==> src/rtl/axi_dma_read_sequencer_pkg.sv <==
// axi_dma_pkg: shared FSM state, AXI response codes and AR constants for the DMA read sequencer.
package axi_dma_pkg;
  typedef enum logic [1:0] {IDLE, ADDR, DATA, DONE} state_t;
  localparam logic [1:0] AXI_RESP_OKAY = 2'b00;
  localparam logic [1:0] AXI_RESP_EXOKAY = 2'b01;
  localparam logic [1:0] AXI_RESP_SLVERR = 2'b10;
  localparam logic [1:0] AXI_RESP_DECERR = 2'b11;
  localparam logic [3:0] ARCACHE = 4'b0011;
  localparam logic [2:0] ARPROT = 3'b000;
  function automatic int BYTES_PER_BEAT(int dw);
    return dw / 8;
  endfunction
endpackage

==> src/rtl/axi_dma_read_sequencer_if.sv <==
// axi_dma_read_sequencer_if: AXI AR/R channels plus the outgoing word stream.
interface axi_dma_read_sequencer_if #(
  parameter int ADDR_WIDTH = 32,
  parameter int DATA_WIDTH = 32
);
  logic [ADDR_WIDTH-1:0] araddr;
  logic [7:0] arlen;
  logic [2:0] arsize;
  logic [3:0] arcache;
  logic [2:0] arprot;
  logic arvalid;
  logic arready;
  logic [DATA_WIDTH-1:0] rdata;
  logic [1:0] rresp;
  logic rlast;
  logic rvalid;
  logic rready;
  logic [DATA_WIDTH-1:0] m_data;
  logic m_valid;
  logic m_ready;
  modport master (
    output araddr, arlen, arsize, arcache, arprot, arvalid, rready, m_data, m_valid,
    input arready, rdata, rresp, rlast, rvalid, m_ready
  );
  modport slave (
    input araddr, arlen, arsize, arcache, arprot, arvalid, rready, m_data, m_valid,
    output arready, rdata, rresp, rlast, rvalid, m_ready
  );
endinterface

==> src/rtl/axi_dma_read_sequencer_burst_calc.sv <==
// axi_dma_burst_calc: arlen = min(remaining, MAX_BURST, words to next 4 KB boundary) - 1.
module axi_dma_burst_calc
  import axi_dma_pkg::*;
#(
  parameter int DATA_WIDTH = 32,
  parameter int MAX_BURST = 16,
  parameter int LEN_WIDTH = 24
) (
  input logic [11:0] addr_lo,
  input logic [LEN_WIDTH-1:0] remaining,
  output logic [7:0] arlen
);
  localparam int SHIFT = $clog2(BYTES_PER_BEAT(DATA_WIDTH));
  logic [31:0] to_4k, rem, lim, beats;
  always_comb begin
    to_4k = 32'(13'h1000 - {1'b0, addr_lo}) >> SHIFT;
    rem = 32'(remaining);
    lim = rem < to_4k ? rem : to_4k;
    beats = lim < 32'(MAX_BURST) ? lim : 32'(MAX_BURST);
    arlen = 8'(beats - 32'd1);
  end
endmodule

==> src/rtl/axi_dma_read_sequencer.sv <==
// axi_dma_read_sequencer: splits a word-count read into 4 KB-safe AXI bursts and streams the data out.
module axi_dma_read_sequencer
  import axi_dma_pkg::*;
#(
  parameter int ADDR_WIDTH = 32,
  parameter int DATA_WIDTH = 32,
  parameter int MAX_BURST = 16,
  parameter int LEN_WIDTH = 24
) (
  input logic clk,
  input logic reset,
  input logic start,
  input logic [ADDR_WIDTH-1:0] cfg_addr,
  input logic [LEN_WIDTH-1:0] cfg_len,
  output logic busy,
  output logic done,
  output logic error,
  axi_dma_read_sequencer_if.master bus
);
  localparam int BPB = BYTES_PER_BEAT(DATA_WIDTH);
  state_t state;
  logic [ADDR_WIDTH-1:0] addr, nxt_addr, ar_addr;
  logic [LEN_WIDTH-1:0] remaining, nxt_rem;
  logic [7:0] beat_cnt, ar_len, calc_arlen;
  logic ar_valid, r_hs, last, beat_err;
  // Burst sizing always looks at the address/count the next burst would start from.
  always_comb begin
    nxt_addr = state == IDLE ? cfg_addr & ~ADDR_WIDTH'(BPB - 1) : addr + ADDR_WIDTH'(BPB);
    nxt_rem = state == IDLE ? cfg_len : remaining - LEN_WIDTH'(1);
    r_hs = state == DATA && bus.rvalid && bus.m_ready;
    last = beat_cnt == 8'd0;
    beat_err = bus.rresp == AXI_RESP_SLVERR || bus.rresp == AXI_RESP_DECERR || bus.rlast != last;
  end
  axi_dma_burst_calc #(.DATA_WIDTH(DATA_WIDTH), .MAX_BURST(MAX_BURST), .LEN_WIDTH(LEN_WIDTH)) u_calc (
    .addr_lo(nxt_addr[11:0]),
    .remaining(nxt_rem),
    .arlen(calc_arlen)
  );
  always_ff @(posedge clk) begin
    if (reset) begin
      state <= IDLE;
      busy <= 1'b0;
      done <= 1'b0;
      error <= 1'b0;
      ar_valid <= 1'b0;
      ar_addr <= '0;
      ar_len <= '0;
      addr <= '0;
      remaining <= '0;
      beat_cnt <= '0;
    end else begin
      case (state)
        IDLE: if (start) begin
          error <= 1'b0;
          busy <= 1'b1;
          addr <= nxt_addr;
          remaining <= cfg_len;
          if (cfg_len != '0) begin
            state <= ADDR;
            ar_valid <= 1'b1;
            ar_addr <= nxt_addr;
            ar_len <= calc_arlen;
          end else begin
            state <= DONE;
            done <= 1'b1;
          end
        end
        ADDR: if (bus.arready) begin
          ar_valid <= 1'b0;
          beat_cnt <= ar_len;
          state <= DATA;
        end
        DATA: if (r_hs) begin
          addr <= nxt_addr;
          remaining <= nxt_rem;
          beat_cnt <= beat_cnt - 8'd1;
          if (beat_err) error <= 1'b1;
          // The burst always drains; only its final beat decides whether another follows.
          if (last) begin
            if (nxt_rem != '0 && !error && !beat_err) begin
              state <= ADDR;
              ar_valid <= 1'b1;
              ar_addr <= nxt_addr;
              ar_len <= calc_arlen;
            end else begin
              state <= DONE;
              done <= 1'b1;
            end
          end
        end
        DONE: begin
          done <= 1'b0;
          busy <= 1'b0;
          state <= IDLE;
        end
        default: state <= IDLE;
      endcase
    end
  end
  assign bus.araddr = ar_addr;
  assign bus.arlen = ar_len;
  assign bus.arsize = 3'($clog2(BPB));
  assign bus.arcache = ARCACHE;
  assign bus.arprot = ARPROT;
  assign bus.arvalid = ar_valid;
  assign bus.rready = state == DATA && bus.m_ready;
  assign bus.m_data = bus.rdata;
  assign bus.m_valid = state == DATA && bus.rvalid;
endmodule

==> src/flat_wrapper.sv <==
// flat-port wrapper written by rule: the top's interface ports become plain ports
module axi_dma_read_sequencer_flat import axi_dma_pkg::*;
#(
  parameter int ADDR_WIDTH = 32,
  parameter int DATA_WIDTH = 32,
  parameter int MAX_BURST = 16,
  parameter int LEN_WIDTH = 24
)
  (clk, reset, start, cfg_addr, cfg_len, busy, done, error, bus_araddr, bus_arlen, bus_arsize, bus_arcache, bus_arprot, bus_arvalid, bus_rready, bus_m_data, bus_m_valid, bus_arready, bus_rdata, bus_rresp, bus_rlast, bus_rvalid, bus_m_ready);
  axi_dma_read_sequencer_if #(.ADDR_WIDTH(ADDR_WIDTH), .DATA_WIDTH(DATA_WIDTH)) bus_i ();
  input logic clk;
  input logic reset;
  input logic start;
  input logic [ADDR_WIDTH-1:0] cfg_addr;
  input logic [LEN_WIDTH-1:0] cfg_len;
  output logic busy;
  output logic done;
  output logic error;
  output wire logic [$bits(bus_i.araddr)-1:0] bus_araddr;
  output wire logic [$bits(bus_i.arlen)-1:0] bus_arlen;
  output wire logic [$bits(bus_i.arsize)-1:0] bus_arsize;
  output wire logic [$bits(bus_i.arcache)-1:0] bus_arcache;
  output wire logic [$bits(bus_i.arprot)-1:0] bus_arprot;
  output wire logic [$bits(bus_i.arvalid)-1:0] bus_arvalid;
  output wire logic [$bits(bus_i.rready)-1:0] bus_rready;
  output wire logic [$bits(bus_i.m_data)-1:0] bus_m_data;
  output wire logic [$bits(bus_i.m_valid)-1:0] bus_m_valid;
  input wire logic [$bits(bus_i.arready)-1:0] bus_arready;
  input wire logic [$bits(bus_i.rdata)-1:0] bus_rdata;
  input wire logic [$bits(bus_i.rresp)-1:0] bus_rresp;
  input wire logic [$bits(bus_i.rlast)-1:0] bus_rlast;
  input wire logic [$bits(bus_i.rvalid)-1:0] bus_rvalid;
  input wire logic [$bits(bus_i.m_ready)-1:0] bus_m_ready;
  assign bus_araddr = bus_i.araddr;
  assign bus_arlen = bus_i.arlen;
  assign bus_arsize = bus_i.arsize;
  assign bus_arcache = bus_i.arcache;
  assign bus_arprot = bus_i.arprot;
  assign bus_arvalid = bus_i.arvalid;
  assign bus_rready = bus_i.rready;
  assign bus_m_data = bus_i.m_data;
  assign bus_m_valid = bus_i.m_valid;
  assign bus_i.arready = bus_arready;
  assign bus_i.rdata = bus_rdata;
  assign bus_i.rresp = bus_rresp;
  assign bus_i.rlast = bus_rlast;
  assign bus_i.rvalid = bus_rvalid;
  assign bus_i.m_ready = bus_m_ready;
  axi_dma_read_sequencer #(.ADDR_WIDTH(ADDR_WIDTH), .DATA_WIDTH(DATA_WIDTH), .MAX_BURST(MAX_BURST), .LEN_WIDTH(LEN_WIDTH)) u_core (.clk(clk), .reset(reset), .start(start), .cfg_addr(cfg_addr), .cfg_len(cfg_len), .busy(busy), .done(done), .error(error), .bus(bus_i));
endmodule
==> config.mk <==
export PLATFORM = sky130hd
export DESIGN_NAME = axi_dma_read_sequencer_flat
export DESIGN_NICKNAME = d
export VERILOG_FILES = /design/src/rtl/axi_dma_read_sequencer_pkg.sv /design/src/rtl/axi_dma_read_sequencer_if.sv /design/src/rtl/axi_dma_read_sequencer_burst_calc.sv /design/src/rtl/axi_dma_read_sequencer.sv /design/src/flat_wrapper.sv
export SDC_FILE = /design/constraint.sdc
export NUM_CORES = 1
export LEC_CHECK = 0
export CAP_MARGIN = 20
export CORE_MARGIN = 4
export CORE_UTILIZATION = 41
export CTS_BUF_LIST = sky130_fd_sc_hd__clkbuf_4 sky130_fd_sc_hd__clkbuf_8 sky130_fd_sc_hd__clkbuf_16
export CTS_CLUSTER_DIAMETER = 80
export DETAILED_ROUTE_END_ITERATION = 10
export GPL_TIMING_DRIVEN = 0
export PLACE_DENSITY = 0.73
export SETUP_SLACK_MARGIN = 0.5
export SLEW_MARGIN = 10
export SYNTH_ARGS = -nofsm -noshare
export SYNTH_HDL_FRONTEND = slang
export SYNTH_SLANG_ARGS = --single-unit
==> constraint.sdc <==
create_clock -name clk -period 6.9 [get_ports clk]
set_input_delay 0.69 -clock clk [delete_from_list [all_inputs] [get_ports clk]]
set_output_delay 0.69 -clock clk [all_outputs]
set_load 0.005 [all_outputs]
# Word-level counts from Yosys, hierarchy flattened
# Index checks and enable logic that the tools add are counted.
# op_classes
n_mux	51
eq_ne	15
add_sub_neg	5
magnitude_cmp	2
reduce_logical	26
# op_table
op	count
32-bit 2-to-1 mux	8
32-bit one-hot mux with 2 select lines	2
24-bit 2-to-1 mux	3
8-bit 2-to-1 mux	8
24-bit one-hot mux with 2 select lines	1
24-bit nonzero test	2
32-bit by 3-bit adder with 32-bit output (second input constant)	1
8-bit one-hot mux with 2 select lines	2
24-bit by 30-bit < comparator with 1-bit output	1
30-bit by 5-bit < comparator with 1-bit output (second input constant)	1
30-bit 2-to-1 mux	1
24-bit by 1-bit subtractor with 24-bit output (second input constant)	1
8-bit by 1-bit subtractor with 8-bit output (second input constant)	2
1-bit 2-to-1 mux	15
13-bit by 12-bit subtractor with 14-bit output (first input constant)	1
2-bit 2-to-1 mux	6
6-bit AND reduction	2
2-bit inequality test (second input constant)	5
2-bit == test (second input constant)	4
8-bit logical NOT	1
2-bit by 1-bit inequality test with 1-bit output (second input constant)	4
2-bit one-hot mux with 4 select lines	1
4-bit AND reduction	2
7-bit AND reduction	1
other kinds (12)	24
# word_totals
ff_bits	110
in_bits	97
out_inout_bits	88

# Logic depth before layout (Yosys ltp)
# depth
depth_word	12
mapped_depth	24
mapped_depth_nobuf	21

# By module
# From an unflattened synthesis, not the netlist that was laid out.
# unflattened
hier_cells	1057
hier_area_um2	7646.1
# by_module_without_submodules
module	cells_each	seq_area_each_um2	n_inst	area_per_inst_um2
axi_dma_read_sequencer	955	2202.1	1	6909.1
axi_dma_burst_calc	102	0.0	1	737.0

# Worst setup path after synthesis
# OpenSTA, ideal clock, no wires.
# synth_timing
path_type	reg-to-reg
startpoint	reg u_core.state[1]
endpoint	reg u_core.ar_len[4] (netlist: u_core.bus.arlen[4])
slack_ps	2106
period_less_slack_ps	4794
t_arrival_ps	4659
stages_incl_launch_ff	24
setup_ps	135
t_required_ps	6765
path_cell_list	dfxtp_1 or2_1 buf_2 buf_1 buf_1 a31oi_1 nor4_1 nor2b_1 nand2b_1 or2_2 ha_1 a21oi_1 o21a_1 o21ai_0 a211oi_2 and2_1 clkbuf_1 nand3_1 o31a_1 ha_1 nand2_1 a211oi_1 a41oi_1 a311oi_1
# synth_via
elab_chain_cells	12
# synth_lines
item	line_no	rtl
start, declared	axi_dma_read_sequencer.sv:21	state_t state;
start signal, assigned	axi_dma_read_sequencer.sv:41	state <= IDLE;
start signal, assigned	axi_dma_read_sequencer.sv:59	state <= ADDR;
start signal, assigned	axi_dma_read_sequencer.sv:64	state <= DONE;
2-bit logical NOT	axi_dma_read_sequencer.sv:28, axi_dma_read_sequencer.sv:29, axi_dma_read_sequencer.sv:52	
32-bit 2-to-1 mux	axi_dma_read_sequencer.sv:28	nxt_addr = state == IDLE ? cfg_addr & ~ADDR_WIDTH'(BPB - 1) : addr + ADDR_WIDTH'(BPB);
13-bit by 12-bit subtractor with 14-bit output	axi_dma_read_sequencer_burst_calc.sv:16	to_4k = 32'(13'h1000 - {1'b0, addr_lo}) >> SHIFT;
24-bit by 30-bit < comparator with 1-bit output	axi_dma_read_sequencer_burst_calc.sv:18	lim = rem < to_4k ? rem : to_4k;
30-bit 2-to-1 mux	axi_dma_read_sequencer_burst_calc.sv:18	
30-bit by 5-bit < comparator with 1-bit output	axi_dma_read_sequencer_burst_calc.sv:19	beats = lim < 32'(MAX_BURST) ? lim : 32'(MAX_BURST);
8-bit 2-to-1 mux	axi_dma_read_sequencer_burst_calc.sv:19	
8-bit by 1-bit subtractor with 8-bit output	axi_dma_read_sequencer_burst_calc.sv:20	arlen = 8'(beats - 32'd1);
8-bit 2-to-1 mux	axi_dma_read_sequencer.sv:80	if (nxt_rem != '0 && !error && !beat_err) begin
8-bit 2-to-1 mux	axi_dma_read_sequencer.sv:79	if (last) begin
8-bit 2-to-1 mux	axi_dma_read_sequencer.sv:73	DATA: if (r_hs) begin
8-bit one-hot mux with 2 select lines	axi_dma_read_sequencer.sv:52	case (state)
end signal, assigned	axi_dma_read_sequencer.sv:62	ar_len <= calc_arlen;
end signal, assigned	axi_dma_read_sequencer.sv:84	ar_len <= calc_arlen;
end, declared	axi_dma_read_sequencer.sv:24	logic [7:0] beat_cnt, ar_len, calc_arlen;
# Parallel ways exist; a longest one is shown, timed or not. The select of a mux whose other input is x is not followed.
# A chain may end at the register's enable or synchronous reset.

# Final worst setup path
# Same ends and word-level chain as after synthesis.

==> reports/results.tsv <==
stage	metric	value	unit
worst_setup_path	worst-path cell chain	nor2_2, clkbuf_1, buf_1, o21ai_1, nor4_1, nor2b_1, nand2b_1, or2_2, ha_1, a21oi_1, o21a_1, o21ai_0, a211oi_2, and2_1, clkbuf_1, nand3_1, o31a_1, ha_1, nand2_1, a211oi_1, a41oi_1, a311oi_1	
logic_synthesis	Post-Synthesis Cell Area	0.007412	sq mm
clock_tree	Root Buffer Master	clkbuf_16	
worst_setup_path	reg2reg start	u_core.state[1]$_SDFFE_PP0P_	
clock_tree	clock sinks	110	
logic_synthesis	number of synthesized flops with an enable pin	0	
global_routing	first-pass GRT wire length	40920	um
power	P per Cell Area	363.9	mW/mm^2
timing	Final setup viols	0	
timing	Final Worst Setup Slack	0.8941	ns
clock_tree	CTS H-tree depth	3	
worst_setup_path	Slowest cell on crit path	clkbuf_1	
placement	IO Port Bufs	138	
worst_setup_path	crit-path max cell delay	0.50	ns
global_routing	Total Routing Usage GR	25.14	%
worst_setup_path	Worst EP required	7.12	ns
timing	RSZ-0062 raised after global routing	false	
floorplanning	Core ar.	0.01748	sq mm
worst_hold_path	Hold Path Sink	u_core.busy$_SDFFE_PP0P_	
global_routing	grt total ovfl	0	
power	Final Power	3.421	mW
timing	minimum clock period	6.006	ns
worst_setup_path	Worst Path Arrival	6.23	ns
layout	fin util	53.79	%
logic_synthesis	asr flop ratio synth	0	%
logic_synthesis	Syn Inst Count	1033	
run_status	status	finished clean	
layout	most common cell after layout, fill and taps aside	nand2_1	
timing	hold slack	0.4591	ns
global_routing	vias in the first global route	7900	
floorplanning	Starting Density	42.41	%
worst_setup_path	critical path class	reg -> reg	
run	max_cap viols	0	
logic_synthesis	share of the synthesized area in the top cell type	29.71	%
global_routing	largest net degree at the start of global routing	20	
floorplanning	Chip Width	142.5	um
logic_synthesis	Ys Warns	0	
timing	Least-Margin Pin Slew	0.9759	ns
timing	clk_skew	0.01154	ns
clock_tree	CTS buffer count	9	
clock_tree	PostCTS Resize Cnt	0	
placement	Area after DPL	0.009105	sq mm
placement	placed insts	1404	
power	Pleak	3.295	nW
worst_setup_path	CP startpoint kind	flop	
logic_synthesis	main flop type after synthesis	dfxtp_1	
drt	drt drc	0	
clock_tree	CTS clk-pin slew, worst paths	0.07	ns
clock_tree	CTS tree	done	
placement	DP Wirelength	19960	um
placement	pre-CTS WS	0.6782	ns
floorplanning	Top Ports	185	
layout	Non-Filler Instances	1420	
logic_synthesis	Cell variety after synth	72	
layout	layout cells sized above 1	7.615	%
floorplanning	Rows	48	
layout	Layout area overhead	26.82	%
logic_synthesis	ranking of synthesized cells by area	dfxtp_1, nand2_1, a21oi_1	
power	peak supply drop	0.1664	mV
clock_tree	Max Root-Sink Buffers	2	
layout	final instance area	0.009400	sq mm
worst_setup_path	R2R Path End	u_core.bus.arlen[4]$_SDFFE_PP0P_	
logic_synthesis	synthesized area per cell	7.175	sq um
global_routing	initial antenna violation count	0	
placement	GPL Wtd Cong	0.9614	
clock_tree	number of setup buffers added after CTS	0	
timing	Final period util	87.04	%
floorplanning	Die Footprint	0.02029	sq mm
drt	vias per std cell	5.908	
logic_synthesis	sequential-to-total area share from yosys stat	29.71	%
logic_synthesis	#FFs+latches synth	110	
floorplanning	Die Y	142.5	um
layout	Antenna diodes	0	
worst_setup_path	reg2reg path depth	22	
drt	Post-DRT Antenna Nets	0	
worst_hold_path	Hold Path Stages	2	
layout	Final Net Count	1302	
layout	# fillers	1741	
drt	Vias	8389	
layout	most frequent cells in the layout	nand2_1, clkdlybuf4s50_1, dfxtp_1	
timing	Hold Fails Final Rpt	0	
worst_setup_path	CP max FO	10	
worst_setup_path	R2R Setup Slk	0.89	ns
logic_synthesis	top cell type by total area after synthesis	dfxtp_1	
drt	DRT iter0 DRCs	627	
timing	max-slew violation count	0	
drt	1st-pass router iterations	5	
drt	final WL	26320	um
timing	Max Clk Rate	166.5	MHz
worst_setup_path	critical path endpoint category	flop	
drt	DR WL/cell	18.54	um
worst_hold_path	Hold Path Origin	u_core.busy$_SDFFE_PP0P_	
timing	Worst slew margin	34.50	%
clock_tree	clk_lat worst skew	0.37	ns
clock_tree	hold_buf cts	0	
timing	post-route setup TNS	0	ns
worst_hold_path	HP Class	reg -> reg	
power breakdown:
group / switching, mW / total, mW / internal [mW]
registers: 0.164 / 0.960 / 0.797
logic: 1.19 / 1.93 / 0.747
clock network: 0.270 / 0.527 / 0.257
total: 1.62 / 3.42 / 1.80
sequential cells by signal, summed over array words and instances (netlist names):
register / count
u_core.addr: 32
u_core.bus.araddr: 32
u_core.remaining: 24
u_core.beat_cnt: 8
u_core.bus.arlen: 8
u_core.state: 2
u_core.bus.arvalid: 1
u_core.busy: 1
u_core.done: 1
u_core.error: 1
worst max-delay path: cells and delay by family, from the launching register on:
kind	cells	cell delay [ns]
compound gates	9	1.86
simple gates	8	1.80
buf+inv	3	1.23
fa+ha+maj	2	0.56
flops	1	0.41
cell usage after synthesis (all sizes together), types with 4 or more instances:
master,count
nand4,16
nand2,147
nand3,58
xnor2,28
a21oi,106
nor2b,5
or4,9
a41oi,4
a211oi,12
nor3,34
o31ai,10
a22oi,7
ha,15
a311oi,8
o31a,4
xor2,17
and4,5
dfxtp,110
or2,4
o22ai,6
o21ai,89
clkbuf,51
nor4b,4
a31oi,15
nor2,82
inv,20
or3,9
buf,64
and2,9
o211ai,6
nor4,22
nand2b,6
a21o,4
o21a,5
area by class of cell:
class,count,area (sq um),area share (%)
Sequential cell,110,2202,23.43
Clock inverter,6,57.56,0.6123
Inverter,20,75.07,0.7986
Clock buffer,10,232.7,2.476
Buffer,115,633.1,6.735
Timing Repair Buffer,138,1381,14.69
Multi-Input combinational cell,796,4537,48.26
Tap cell,225,281.5,2.995
how the worst max path moves through the flow:
stage | start | to | slack, ns | cells after the start
finish | u_core.state[1]$_SDFFE_PP0P_ | u_core.bus.arlen[4]$_SDFFE_PP0P_ | 0.89 | 22
global route | u_core.state[1]$_SDFFE_PP0P_ | u_core.bus.arlen[4]$_SDFFE_PP0P_ | 0.54 | 22
detailed placement | u_core.state[1]$_SDFFE_PP0P_ | u_core.bus.arlen[4]$_SDFFE_PP0P_ | 0.68 | 21
CTS | u_core.state[1]$_SDFFE_PP0P_ | u_core.bus.arlen[4]$_SDFFE_PP0P_ | 0.63 | 21
global placement | u_core.state[1]$_SDFFE_PP0P_ | u_core.bus.arlen[4]$_SDFFE_PP0P_ | 0.75 | 21
floorplan | u_core.state[1]$_SDFFE_PP0P_ | u_core.bus.arlen[4]$_SDFFE_PP0P_ | 2.11 | 23
logic make-up (layout without fill, tap and decap cells):
logic type,count (synthesis),after routing,synth area share [%]
AND/OR/NAND/NOR,420,420,27.31
AO/OA/AOI/OAI,305,305,25.37
buffers and inverters,135,289,9.520
flip-flops,110,110,29.71
XOR/XNOR,45,45,5.317
adder cells (fa/ha/maj),15,15,2.532
other,2,10,0.1013
multiplexers,1,1,0.1350
per-layer routing:
metal,vias up,track usage (%),wire (um)
li1,3996,-,-
met1,3906,32.43,10920
met2,412,40.50,12150
met3,75,5.544,2269
met4,0,10.81,983
met5,-,0,0
Power figures use the tool's default switching activity.
